--- src/rtl/can_bit_timing_if.sv ---
// Bus-side signals between the CAN bit-timing stage and its environment.
// The slave side is the bit-timing block; the master side drives rx_in and hard_sync_en.
interface can_bit_timing_if;
  logic rx_in;
  logic hard_sync_en;
  logic rx_bit;
  logic sample_point;
  logic tx_point;
  logic sync_event;

  modport master (
    output rx_in,
    output hard_sync_en,
    input  rx_bit,
    input  sample_point,
    input  tx_point,
    input  sync_event
  );

  modport slave (
    input  rx_in,
    input  hard_sync_en,
    output rx_bit,
    output sample_point,
    output tx_point,
    output sync_event
  );
endinterface

--- src/rtl/can_bit_timing.sv ---
// CAN bit timing: tq prescaler, SYNC/TSEG1/TSEG2 segmentation, hard sync and SJW-limited resync.
// Produces the sampled bit with a sample_point strobe and a tx_point strobe at bit start.
module can_bit_timing #(
  parameter int BRP   = 1,
  parameter int TSEG1 = 3,
  parameter int TSEG2 = 2,
  parameter int SJW   = 1,
  parameter int CW    = 8
) (
  input logic clock,
  input logic reset,
  can_bit_timing_if.slave bus
);
  typedef enum logic [1:0] {
    ST_SYNC  = 2'd0,
    ST_TSEG1 = 2'd1,
    ST_TSEG2 = 2'd2
  } state_t;

  localparam logic [CW-1:0] BRP_LAST  = CW'(BRP - 1);
  localparam logic [CW-1:0] SEG1_LAST = CW'(TSEG1 - 1);
  localparam logic [CW-1:0] SEG2_LAST = CW'(TSEG2 - 1);
  localparam logic [CW-1:0] TSEG2_C   = CW'(TSEG2);
  localparam logic [CW-1:0] SJW_C     = CW'(SJW);
  localparam logic [CW-1:0] ZERO_C    = {CW{1'b0}};
  localparam logic [CW-1:0] ONE_C     = CW'(1);

  state_t        state_r, state_s;
  logic [CW-1:0] psc_r, cnt_r, ext_r, shr_r;
  logic [CW-1:0] psc_s, cnt_s, ext_s, shr_s;
  logic          sync_allowed_r, rx_prev_r, restart_r;
  logic          rx_bit_r, sample_point_r, tx_point_r, sync_event_r;
  logic          edge_s, hard_s, resync_s, tq_tick_s, seg1_done_s, seg2_done_s;

  assign bus.rx_bit       = rx_bit_r;
  assign bus.sample_point = sample_point_r;
  assign bus.tx_point     = tx_point_r;
  assign bus.sync_event   = sync_event_r;

  // Edge detection and the timing position of this cycle once any sync has been applied
  always_comb begin
    edge_s   = rx_prev_r & ~bus.rx_in;
    hard_s   = edge_s & bus.hard_sync_en;
    resync_s = edge_s & ~bus.hard_sync_en & sync_allowed_r;
    state_s  = state_r;
    psc_s    = psc_r;
    cnt_s    = cnt_r;
    ext_s    = ext_r;
    shr_s    = shr_r;
    if (hard_s) begin
      state_s = ST_SYNC;
      psc_s   = ZERO_C;
      cnt_s   = ZERO_C;
      ext_s   = ZERO_C;
      shr_s   = ZERO_C;
    end else if (resync_s) begin
      case (state_r)
        ST_TSEG1: ext_s = ((cnt_r + ONE_C) < SJW_C) ? (cnt_r + ONE_C) : SJW_C;
        ST_TSEG2: begin
          // Edge close enough to the bit end: the current tq is already the next SYNC
          if ((TSEG2_C - cnt_r) <= SJW_C) begin
            state_s = ST_SYNC;
            psc_s   = ZERO_C;
            cnt_s   = ZERO_C;
            ext_s   = ZERO_C;
            shr_s   = ZERO_C;
          end else begin
            shr_s = SJW_C;
          end
        end
        default: ext_s = ext_r;
      endcase
    end else begin
      state_s = state_r;
    end
    tq_tick_s   = (psc_s == BRP_LAST);
    seg1_done_s = tq_tick_s && (state_s == ST_TSEG1) && (cnt_s == (SEG1_LAST + ext_s));
    seg2_done_s = tq_tick_s && (state_s == ST_TSEG2) && (cnt_s == (SEG2_LAST - shr_s));
  end

  // Segment FSM, prescaler and registered strobes
  always_ff @(posedge clock) begin
    if (!reset) begin
      state_r        <= ST_SYNC;
      psc_r          <= ZERO_C;
      cnt_r          <= ZERO_C;
      ext_r          <= ZERO_C;
      shr_r          <= ZERO_C;
      sync_allowed_r <= 1'b1;
      rx_prev_r      <= 1'b1;
      restart_r      <= 1'b1;
      rx_bit_r       <= 1'b1;
      sample_point_r <= 1'b0;
      tx_point_r     <= 1'b0;
      sync_event_r   <= 1'b0;
    end else if (restart_r) begin
      // First clock after release: hold SYNC so the next cycle is a fresh bit start
      restart_r      <= 1'b0;
      rx_prev_r      <= bus.rx_in;
      sample_point_r <= 1'b0;
      tx_point_r     <= 1'b1;
      sync_event_r   <= 1'b0;
    end else begin
      rx_prev_r      <= bus.rx_in;
      sync_event_r   <= hard_s | resync_s;
      sample_point_r <= seg1_done_s;
      tx_point_r     <= seg2_done_s;
      psc_r          <= tq_tick_s ? ZERO_C : (psc_s + ONE_C);
      if (seg1_done_s) begin
        rx_bit_r       <= bus.rx_in;
        sync_allowed_r <= 1'b1;
      end else if (hard_s | resync_s) begin
        sync_allowed_r <= 1'b0;
      end
      case (state_s)
        ST_SYNC: begin
          ext_r   <= ZERO_C;
          shr_r   <= ZERO_C;
          cnt_r   <= ZERO_C;
          state_r <= tq_tick_s ? ST_TSEG1 : ST_SYNC;
        end
        ST_TSEG1: begin
          ext_r <= ext_s;
          shr_r <= shr_s;
          if (seg1_done_s) begin
            state_r <= ST_TSEG2;
            cnt_r   <= ZERO_C;
          end else begin
            state_r <= ST_TSEG1;
            cnt_r   <= tq_tick_s ? (cnt_s + ONE_C) : cnt_s;
          end
        end
        ST_TSEG2: begin
          ext_r <= ext_s;
          shr_r <= shr_s;
          if (seg2_done_s) begin
            state_r <= ST_SYNC;
            cnt_r   <= ZERO_C;
          end else begin
            state_r <= ST_TSEG2;
            cnt_r   <= tq_tick_s ? (cnt_s + ONE_C) : cnt_s;
          end
        end
        default: begin
          state_r <= ST_SYNC;
          cnt_r   <= ZERO_C;
          ext_r   <= ZERO_C;
          shr_r   <= ZERO_C;
        end
      endcase
    end
  end
endmodule
--- src/flat_wrapper.sv ---
// flat-port wrapper written by rule: the top's interface ports become plain ports
module can_bit_timing_flat 
#(
  parameter int BRP   = 1,
  parameter int TSEG1 = 3,
  parameter int TSEG2 = 2,
  parameter int SJW   = 1,
  parameter int CW    = 8
)
  (clock, reset, bus_rx_in, bus_hard_sync_en, bus_rx_bit, bus_sample_point, bus_tx_point, bus_sync_event);
  can_bit_timing_if bus_i ();
  input logic clock;
  input logic reset;
  input wire logic [$bits(bus_i.rx_in)-1:0] bus_rx_in;
  input wire logic [$bits(bus_i.hard_sync_en)-1:0] bus_hard_sync_en;
  output wire logic [$bits(bus_i.rx_bit)-1:0] bus_rx_bit;
  output wire logic [$bits(bus_i.sample_point)-1:0] bus_sample_point;
  output wire logic [$bits(bus_i.tx_point)-1:0] bus_tx_point;
  output wire logic [$bits(bus_i.sync_event)-1:0] bus_sync_event;
  assign bus_i.rx_in = bus_rx_in;
  assign bus_i.hard_sync_en = bus_hard_sync_en;
  assign bus_rx_bit = bus_i.rx_bit;
  assign bus_sample_point = bus_i.sample_point;
  assign bus_tx_point = bus_i.tx_point;
  assign bus_sync_event = bus_i.sync_event;
  can_bit_timing #(.BRP(BRP), .TSEG1(TSEG1), .TSEG2(TSEG2), .SJW(SJW), .CW(CW)) u_core (.clock(clock), .reset(reset), .bus(bus_i));
endmodule
--- config.mk ---
export PLATFORM = sky130hd
export DESIGN_NAME = can_bit_timing_flat
export DESIGN_NICKNAME = d
export VERILOG_FILES = /design/src/rtl/can_bit_timing_if.sv /design/src/rtl/can_bit_timing.sv /design/src/flat_wrapper.sv
export SDC_FILE = /design/constraint.sdc
export NUM_CORES = 1
export LEC_CHECK = 0
export BUFFER_PORTS_ARGS = -buffer_cell sky130_fd_sc_hd__buf_4
export CAP_MARGIN = 10
export CORE_UTILIZATION = 40
export CTS_BUF_LIST = sky130_fd_sc_hd__clkbuf_4 sky130_fd_sc_hd__clkbuf_8
export DETAILED_ROUTE_END_ITERATION = 8
export PLACE_DENSITY = 0.64
export SYNTH_ARGS = -nofsm -noshare
export SYNTH_HDL_FRONTEND = slang
export SYNTH_SLANG_ARGS = --single-unit
export TNS_END_PERCENT = 5
--- constraint.sdc ---
create_clock -name clock -period 6.2 [get_ports clock]
set_input_delay 1.24 -clock clock [delete_from_list [all_inputs] [get_ports clock]]
set_output_delay 1.24 -clock clock [all_outputs]
set_load 0.005 [all_outputs]
==> results.ini, run 1 <==
[power]
pwr-share-clk=0.365
swShare=0.2745
power.internal_mw=0.3573
powerDensity_nw_per_um2=150.4
switchingPower_mw=0.1352
power_frac_seq=0.543
ir_drop_v=0.00007746
p_total_mw=0.4925
power_frac_comb=0.091
p_leak_nw=1.344

[clock_network]
clk_pin_slew_worst_paths_ns=0.09
cts.htree.levels=2
ctsResizeCount=0
numCtsBuffers=5
clk_path_buf_depth=2
cts.hold.buffers_added=0
cts_tree=yes
post_cts.repair.setup_buffers=0
clock_latency_ns=0.30
cts_sinks=41
clock-root-buffer=clkbuf_8

[setup_path]
critPathCaptureType=flop
start_kind=input pin
critical_path_required_ns=6.37
worstPathMaxFanout=8
critical_path_class=in -> reg
critPathArrivalTime_ns=4.97

[timing]
rsz0062_at_grt=false
slew_viol_final=0
hold_viol_final=0
slew-limit-headroom=0.4725
fin_tns_setup_ns=0
finClkSkew_ns=0.004816
fin_ws_ns=1.400
worst_pin_slew_ns=0.7904
setup-violations-final=0
finalCritPeriodShare=0.7742
period_minus_slack_ns=4.800
fmax_mhz=208.3

[final_layout]
instances_no_fill=502
drive_gt1_frac=0.07692
insertedDiodeCount=0
layout.nets=421
fill_cells=777
area_growth_pct=5.609
fin_area_um2=3274

[logic_synthesis]
syn_area_per_cell_um2=7.544
synth_edf_count=0
synth.largest_area_cell=dfxtp_1
synthCells=411
synth-seq-area-share=0.2647
ys.warnings.count=0
synth.distinct_cells=64
synthArstFlopShare=0
ys.flop_type=dfxtp_1
synth_nets=430
syn-cell-area_um2=3100
synth.top_cell.area_share=0.2647
synth-seq-cells=41
ys_top_cells_by_area=dfxtp_1 26%, ha_1 6.1%, nor2_1 5.0%, o21ai_0 4.4%, nand2_1 4.1%

[grt]
overflow=0
grt_antenna_before_repair=0
grt_pass1_wl_mm=14.43
grt_use_total=0.2200
grt_pass1_vias=2785
grt_start_max_net_pins=46

[detailed_routing]
route.vias.total=3009
vias_per_cell=5.994
drt_iter0_markers=276
drc=0
drt-wirelength-per-cell_um=17.28
drt-total-wl_mm=8.676
ant_nets=0
drt-pass1-iter-count=5

[placement]
port_buffers=7
pre_cts_ws_ns=1.197
dp_hpwl_mm=6.256
placed_area_um2=3188
post-place-cells=494
gp_congestion=0.9426

[die]
die_area_um2=8107
fp.dieH_um=90.04
die_w_um=90.04
num_io_pins=8
rows=31
fp.coreArea_um2=7370
initial_utilization=0.4207

[worst_hold_path]
min_path_type=reg -> reg

[status]
status=finished clean

[job]
maxCapViolCount=0

## sequential cells by signal (all words and copies together), names as in the netlist, 2 cells and up
register and flops:
u_core.cnt_r 8, u_core.ext_r 8, u_core.psc_r 8, u_core.shr_r 8, u_core.state_r 2
## logic make-up (layout without fill, tap and decap cells)
logic type	count (synthesis)	in the layout	synth area share
fa+ha+maj	15	15	0.06053
xor+xnor	17	17	0.04802
simple gates	182	182	0.3196
flops	41	41	0.2647
mux	6	6	0.01937
compound gates	109	109	0.2349
buf+inv	41	33	0.05287
## metrics by stage
step,hold slack (ns),util
global route,0.5245,0.4443
CTS,0.4923,0.4443
global placement,0.4619,0.4326
finish,0.4902,0.4443
detailed placement,0.4707,0.4326
floorplan,0.4500,-
## worst max-delay path, stage by stage
cell and delay, ns:
buf_4 0.12, and4bb_2 0.35, nand2_1 0.17, o21ai_0 0.50
nand2_1 0.30, nand2_1 0.17, ha_1 0.22, nand3_1 0.32
a311oi_1 0.45, nand4_1 0.14, nor4_1 0.46, a21oi_1 0.25
a22oi_1 0.20, nor2_1 0.05
## power groups by stage
| stage | registers, mW | clock network, mW | logic [mW] |
|---|---|---|---|
| detailed placement | 0.274 | 0 | 0.0445 |
| floorplan | 0.273 | 0 | 0.0312 |
| global placement | 0.274 | 0 | 0.0445 |
| finish | 0.268 | 0.180 | 0.0450 |
| global route | 0.268 | 0.191 | 0.0503 |
| CTS | 0.268 | 0.184 | 0.0448 |
## Yosys cell counts (3+ instances only)
cell type,number
nand3_1,14
xor2_1,10
or4b_2,3
a21o_1,9
nor2_1,41
a31oi_1,5
nor4_1,6
nor2b_1,4
or2_2,5
ha_1,15
dfxtp_1,41
or4_1,3
clkbuf_1,21
nor3_1,9
a22oi_1,6
mux2i_1,6
nand4b_1,3
nand4_1,6
inv_1,16
or3_1,5
xnor2_1,7
nand3b_1,6
a21oi_1,24
nand2_1,34
o21ai_0,27
nand2b_1,4
and2_1,11
o22ai_1,6
and3_1,18
## placed cells by master, fill, tap and decap left out, types with 3 or more instances in the layout
cell,instances
a21o_1,9
a21oi_1,24
a22oi_1,6
a31oi_1,5
and2_1,11
and3_1,18
buf_4,9
clkbuf_8,5
dfxtp_1,41
ha_1,15
inv_1,16
mux2i_1,6
nand2_1,34
nand2b_1,4
nand3_1,14
nand3b_1,6
nand4_1,6
nand4b_1,3
nor2_1,41
nor2b_1,4
nor3_1,9
nor4_1,6
o21ai_0,27
o22ai_1,6
or2_2,5
or3_1,5
or4_1,3
or4b_2,3
xnor2_1,7
xor2_1,10
## routing by layer
metal / vias up / routed length [um] / track usage
met5: - / 0 / 0
met4: 0 / 203 / 0.09005
met3: 15 / 378 / 0.03299
met2: 100 / 3915 / 0.3365
met1: 1414 / 4178 / 0.3075
li1: 1480 / - / -
## layout make-up
cell class,count,area [um2],area share
Tap cell,99,123.9,0.03783
Timing Repair Buffer,9,67.56,0.02063
Inverter,16,60.06,0.01834
Clock inverter,3,17.52,0.005350
Multi-Input combinational cell,329,2116,0.6462
Sequential cell,41,820.8,0.2507
Clock buffer,5,68.82,0.02102
## final timing paths
check / from / to / slack (ns) / cells past startpoint
worst min-delay path: u_core.bus.rx_bit / u_core.bus.rx_bit / 0.49 / 2
worst max register to register: u_core.cnt_r[0] / u_core.cnt_r[4] / 1.67 / 16
worst max-delay path: bus_hard_sync_en / u_core.cnt_r[4] / 1.40 / 14
worst min register to register: u_core.bus.rx_bit / u_core.bus.rx_bit / 0.49 / 2
Note: power is estimated with default switching activity, not from simulation.
==> run 2, diff against run 1 <==
==> constraint.sdc (replaced) <==
create_clock -name clock -period 4.7 [get_ports clock]
set_input_delay 0.94 -clock clock [delete_from_list [all_inputs] [get_ports clock]]
set_output_delay 0.94 -clock clock [all_outputs]
set_load 0.005 [all_outputs]
==> results.ini, run 2 (synthesis results as in run 1) <==
[status]
status=finished clean

[clock_network]
cts_sinks=41  ; unchanged
clock_latency_ns=0.30  ; about the same
cts_tree=yes
numCtsBuffers=5  ; unchanged
post_cts.repair.setup_buffers=0  ; unchanged
clk_pin_slew_worst_paths_ns=0.08  ; about the same
cts.htree.levels=2  ; unchanged
clock-root-buffer=clkbuf_8
clk_path_buf_depth=2  ; unchanged

[grt]
grt_use_total=0.2142  ; -0.005767
grt_pass1_wl_mm=14.03  ; -2.8%
overflow=0  ; unchanged
grt_pass1_vias=2723  ; -2.2%
grt_start_max_net_pins=24  ; -48%
grt_antenna_before_repair=0  ; unchanged

[power]
ir_drop_v=0.00008662  ; +12%
p_leak_nw=1.436  ; +6.8%
p_total_mw=0.7262  ; +47%
powerDensity_nw_per_um2=212.4  ; +41%

[setup_path]
start_kind=input pin
crit_family=compound AO/OA/AOI/OAI gates
worstPathMaxFanout=10  ; +2
critPathCaptureType=flop
critical_path_class=in -> reg
path_common_cell=a21oi_1
slowest_delay_ns=0.54  ; +0.04 ns
path_buf_inv=1  ; unchanged
cp_slowest_cell=or3b_2
critical_path_required_ns=4.92  ; -1.45 ns
critPathArrivalTime_ns=4.53  ; -0.44 ns
path_cells=buf_4 -> nand2b_1 -> or2_2 -> nand2_1 -> ha_1 -> or3b_2 -> o311a_1 -> o22ai_1 -> nor3_1 -> a41oi_1 -> a221o_1 -> nor3_2 -> a21oi_1 -> o21ai_0 -> a21oi_1

[timing]
worst_pin_slew_ns=0.7811  ; -0.009329 ns
fmax_mhz=232.3
period_minus_slack_ns=4.305
rsz0062_at_grt=false
hold_ws_ns=0.4868  ; -0.003372 ns
slew-limit-headroom=0.4787  ; +0.006227
finClkSkew_ns=0.005206  ; +0.0003900 ns
fin_tns_setup_ns=0  ; unchanged
setup-violations-final=0  ; unchanged
fin_ws_ns=0.3949  ; -1.005 ns
hold_viol_final=0  ; unchanged
finalCritPeriodShare=0.9160
slew_viol_final=0  ; unchanged

[die]
die_w_um=90.04  ; unchanged
fp.coreArea_um2=7370  ; unchanged
die_area_um2=8107  ; unchanged
fp.dieH_um=90.04  ; unchanged
rows=31  ; unchanged
num_io_pins=8  ; unchanged
initial_utilization=0.4207  ; unchanged

[placement]
gp_congestion=0.9159  ; -2.8%
port_buffers=7  ; unchanged
placed_area_um2=3293  ; +3.3%
dp_hpwl_mm=6.439  ; +2.9%
post-place-cells=508  ; +2.8%
pre_cts_ws_ns=0.1328  ; -1.064 ns

[final_layout]
fin_area_um2=3420  ; +4.4%
drive_gt1_frac=0.1103  ; +0.03339
insertedDiodeCount=0  ; unchanged
layout.nets=435  ; +3.3%
area_growth_pct=10.29
instances_no_fill=516  ; +2.8%
final_core_util=0.4640  ; +0.01970
final_cell_mix=41 x nor2_1, 41 x dfxtp_1, 34 x nand2_1, 27 x o21ai_0, 24 x a21oi_1

[detailed_routing]
route.vias.total=3107  ; +3.3%
ant_nets=0  ; unchanged
drt-pass1-iter-count=5  ; unchanged
drc=0  ; unchanged
drt-wirelength-per-cell_um=17.06  ; -1.3%
vias_per_cell=6.021  ; +0.46%
drt_iter0_markers=267  ; -3.3%
drt-total-wl_mm=8.805  ; +1.5%

[worst_hold_path]
min_path_type=reg -> reg

[job]
maxCapViolCount=0  ; unchanged

## run 2: tightest hold or removal path, delay by kind of cell, from the launching register on
kind	cells	cell delay, ns
flops	1	0.34
simple gates	1	0.05
mux	1	0.07
## run 2: worst paths after layout
path | slack [ns] | end | cells after the start | startpoint
worst min-delay path | 0.49 | u_core.bus.rx_bit | 2 | u_core.bus.rx_bit
worst min register to register | 0.49 | u_core.bus.rx_bit | 2 | u_core.bus.rx_bit
worst max-delay path | 0.39 | u_core.cnt_r[2] | 15 | bus_rx_in
worst max register to register | 0.43 | u_core.state_r[0] | 16 | u_core.cnt_r[0]
## run 2: power breakdown
part / total (mW) / leakage, nW / switching [mW] / internal (mW)
registers: 0.356 / 0.332 / 0.00575 / 0.350
logic: 0.0602 / 1.04 / 0.0388 / 0.0214
clock network: 0.310 / 0.0619 / 0.131 / 0.179
## run 2: layer usage
metal  part of all wire  track usage
met5                  0            0
met3              0.049      0.02538
met4              0.022      0.06317
met1               0.47       0.2975
met2               0.46       0.3467
## run 2: area by class of cell
cell class              count  area (um2)
multi-input cells         329        2122
well taps                  99       123.9
clock inverters             1       30.03
flip-flops and latches     41       820.8
inverters                  16       60.06
fillers                   737        3950
clock buffers               7       90.09
repair buffers             23       172.7
## run 2: repair_timing
item,CTS,global route
endpoints found under the setup margin,0,8
hold buffers,0,0
resized for setup,0,1
==> run 3, diff against run 2 <==
--- a/config.mk
+++ b/config.mk
@@ -5,7 +5,7 @@
 export SDC_FILE = /design/constraint.sdc
 export NUM_CORES = 1
 export LEC_CHECK = 0
-export BUFFER_PORTS_ARGS = -buffer_cell sky130_fd_sc_hd__buf_4
+export BUFFER_PORTS_ARGS = -buffer_cell sky130_fd_sc_hd__clkbuf_2
 export CAP_MARGIN = 10
 export CORE_UTILIZATION = 40
 export CTS_BUF_LIST = sky130_fd_sc_hd__clkbuf_4 sky130_fd_sc_hd__clkbuf_8
==> results.ini, run 3 (synthesis results as in run 1) <==
[power]
powerDensity_nw_per_um2=193.8  ; -8.7%
p_leak_nw=1.421  ; -1.1%
ir_drop_v=0.0001214  ; +40%

[final_layout]
final_core_util=0.4572  ; -0.006791
instances_no_fill=517  ; +0.19%
layout.nets=436  ; +0.23%
insertedDiodeCount=0  ; unchanged
final_cell_mix=41 x nor2_1, 41 x dfxtp_1, 34 x nand2_1, 27 x o21ai_0, 24 x a21oi_1
area_growth_pct=8.676
drive_gt1_frac=0.1100  ; -0.0002639

[detailed_routing]
vias_per_cell=6.157  ; +2.2%
route.vias.total=3183  ; +2.4%
drt_iter0_markers=362  ; +36%
drt-wirelength-per-cell_um=17.36  ; +1.7%
drc=0  ; unchanged
drt-total-wl_mm=8.974  ; +1.9%
ant_nets=0  ; unchanged
drt-pass1-iter-count=9  ; +4

[placement]
dp_hpwl_mm=6.497  ; +0.90%
port_buffers=7  ; unchanged
post-place-cells=509  ; +0.20%
pre_cts_ws_ns=0.09033  ; -0.04246 ns
gp_congestion=1.036  ; +13%

[setup_path]
worstPathMaxFanout=10  ; unchanged
critical_path_class=reg -> reg
critPathCaptureType=flop
critPathArrivalTime_ns=4.64  ; +0.11 ns
critical_path_required_ns=4.92  ; about the same
start_kind=flop

[die]
rows=31  ; unchanged
die_area_um2=8107  ; unchanged
initial_utilization=0.4207  ; unchanged
die_w_um=90.04  ; unchanged
num_io_pins=8  ; unchanged
fp.coreArea_um2=7370  ; unchanged
fp.dieH_um=90.04  ; unchanged

[grt]
grt_antenna_before_repair=0  ; unchanged
grt_start_max_net_pins=46  ; +92%
grt_pass1_vias=2907  ; +6.8%
overflow=0  ; unchanged
grt_use_total=0.2241  ; +0.009804
grt_pass1_wl_mm=14.68  ; +4.6%

[clock_network]
numCtsBuffers=5  ; unchanged
clk_pin_slew_worst_paths_ns=0.08  ; about the same
cts.hold.buffers_added=0  ; unchanged
clock-root-buffer=clkbuf_8
cts_sinks=41  ; unchanged
post_cts.repair.setup_buffers=0  ; unchanged
cts_tree=yes
clock_latency_ns=0.29  ; about the same
ctsResizeCount=0  ; unchanged
clk_path_buf_depth=2  ; unchanged
cts.htree.levels=2  ; unchanged

[timing]
fin_tns_setup_ns=0  ; unchanged
slew-limit-headroom=0.4638  ; -0.01484
worst_pin_slew_ns=0.8033  ; +0.02223 ns
slew_viol_final=0  ; unchanged
setup-violations-final=0  ; unchanged
rsz0062_at_grt=false
fin_ws_ns=0.2782  ; -0.1167 ns
hold_viol_final=0  ; unchanged
period_minus_slack_ns=4.422  ; +0.1167 ns
finalCritPeriodShare=0.9408  ; +0.02483
fmax_mhz=226.2  ; -2.6%
finClkSkew_ns=0.008356  ; +0.003150 ns

[worst_hold_path]
min_path_type=reg -> reg

[status]
status=finished clean

[job]
maxCapViolCount=0  ; unchanged

[run 3: worst paths after layout]
check	slack [ns]	end	cells after the start	startpoint
hold reg to reg	0.49	u_core.bus.rx_bit	2	u_core.bus.rx_bit
hold / removal	0.49	u_core.bus.rx_bit	2	u_core.bus.rx_bit
setup / recovery	0.28	u_core.cnt_r[1]	16	u_core.state_r[0]
setup reg to reg	0.28	u_core.cnt_r[1]	16	u_core.state_r[0]
[run 3: final cells by class]
cell class / instances / area [um2]
clock inverter: 2 / 10.01
clock buffer: 6 / 76.32
fill: 763 / 4000
timing repair buffer: 24 / 162.7
inverter: 16 / 60.06
tap: 99 / 123.9
multi-input combinational: 329 / 2116
sequential: 41 / 820.8
[run 3: power breakdown]
group	internal (mW)	switching (mW)	leakage, nW
sequential	0.350	0.00300	0.332
clock	0.109	0.126	0.0484
combinational	0.0208	0.0440	1.04
[run 3: through the flow]
step	hold slack [ns]	instance area, um2	power (mW)
2_1_floorplan	0.4500	3100	0.4015
3_3_place_gp	0.4637	3283	0.4236
3_5_place_dp	0.4719	3283	0.4244
4_1_cts	0.4939	3369	0.6574
5_1_grt	0.5148	3369	0.6784
6_report	0.4919	3369	0.6531
[run 3: critical path: stages, from the launching register on]
cell	delay [ns]
dfxtp_1	0.36
inv_1	0.07
ha_1	0.37
a21oi_1	0.24
or2_2	0.40
nand2_1	0.12
ha_1	0.37
or3b_2	0.53
o311a_1	0.15
o22ai_1	0.23
nor3_1	0.08
a41oi_1	0.29
a221o_1	0.33
nor3_2	0.07
a21oi_1	0.39
o21ai_0	0.20
a21oi_1	0.16
[run 3: metal layers]
metal,share of wire,GRT usage
met4,0.031,0.09274
met2,0.44,0.3429
met5,0,0
met3,0.081,0.04230
met1,0.45,0.3071
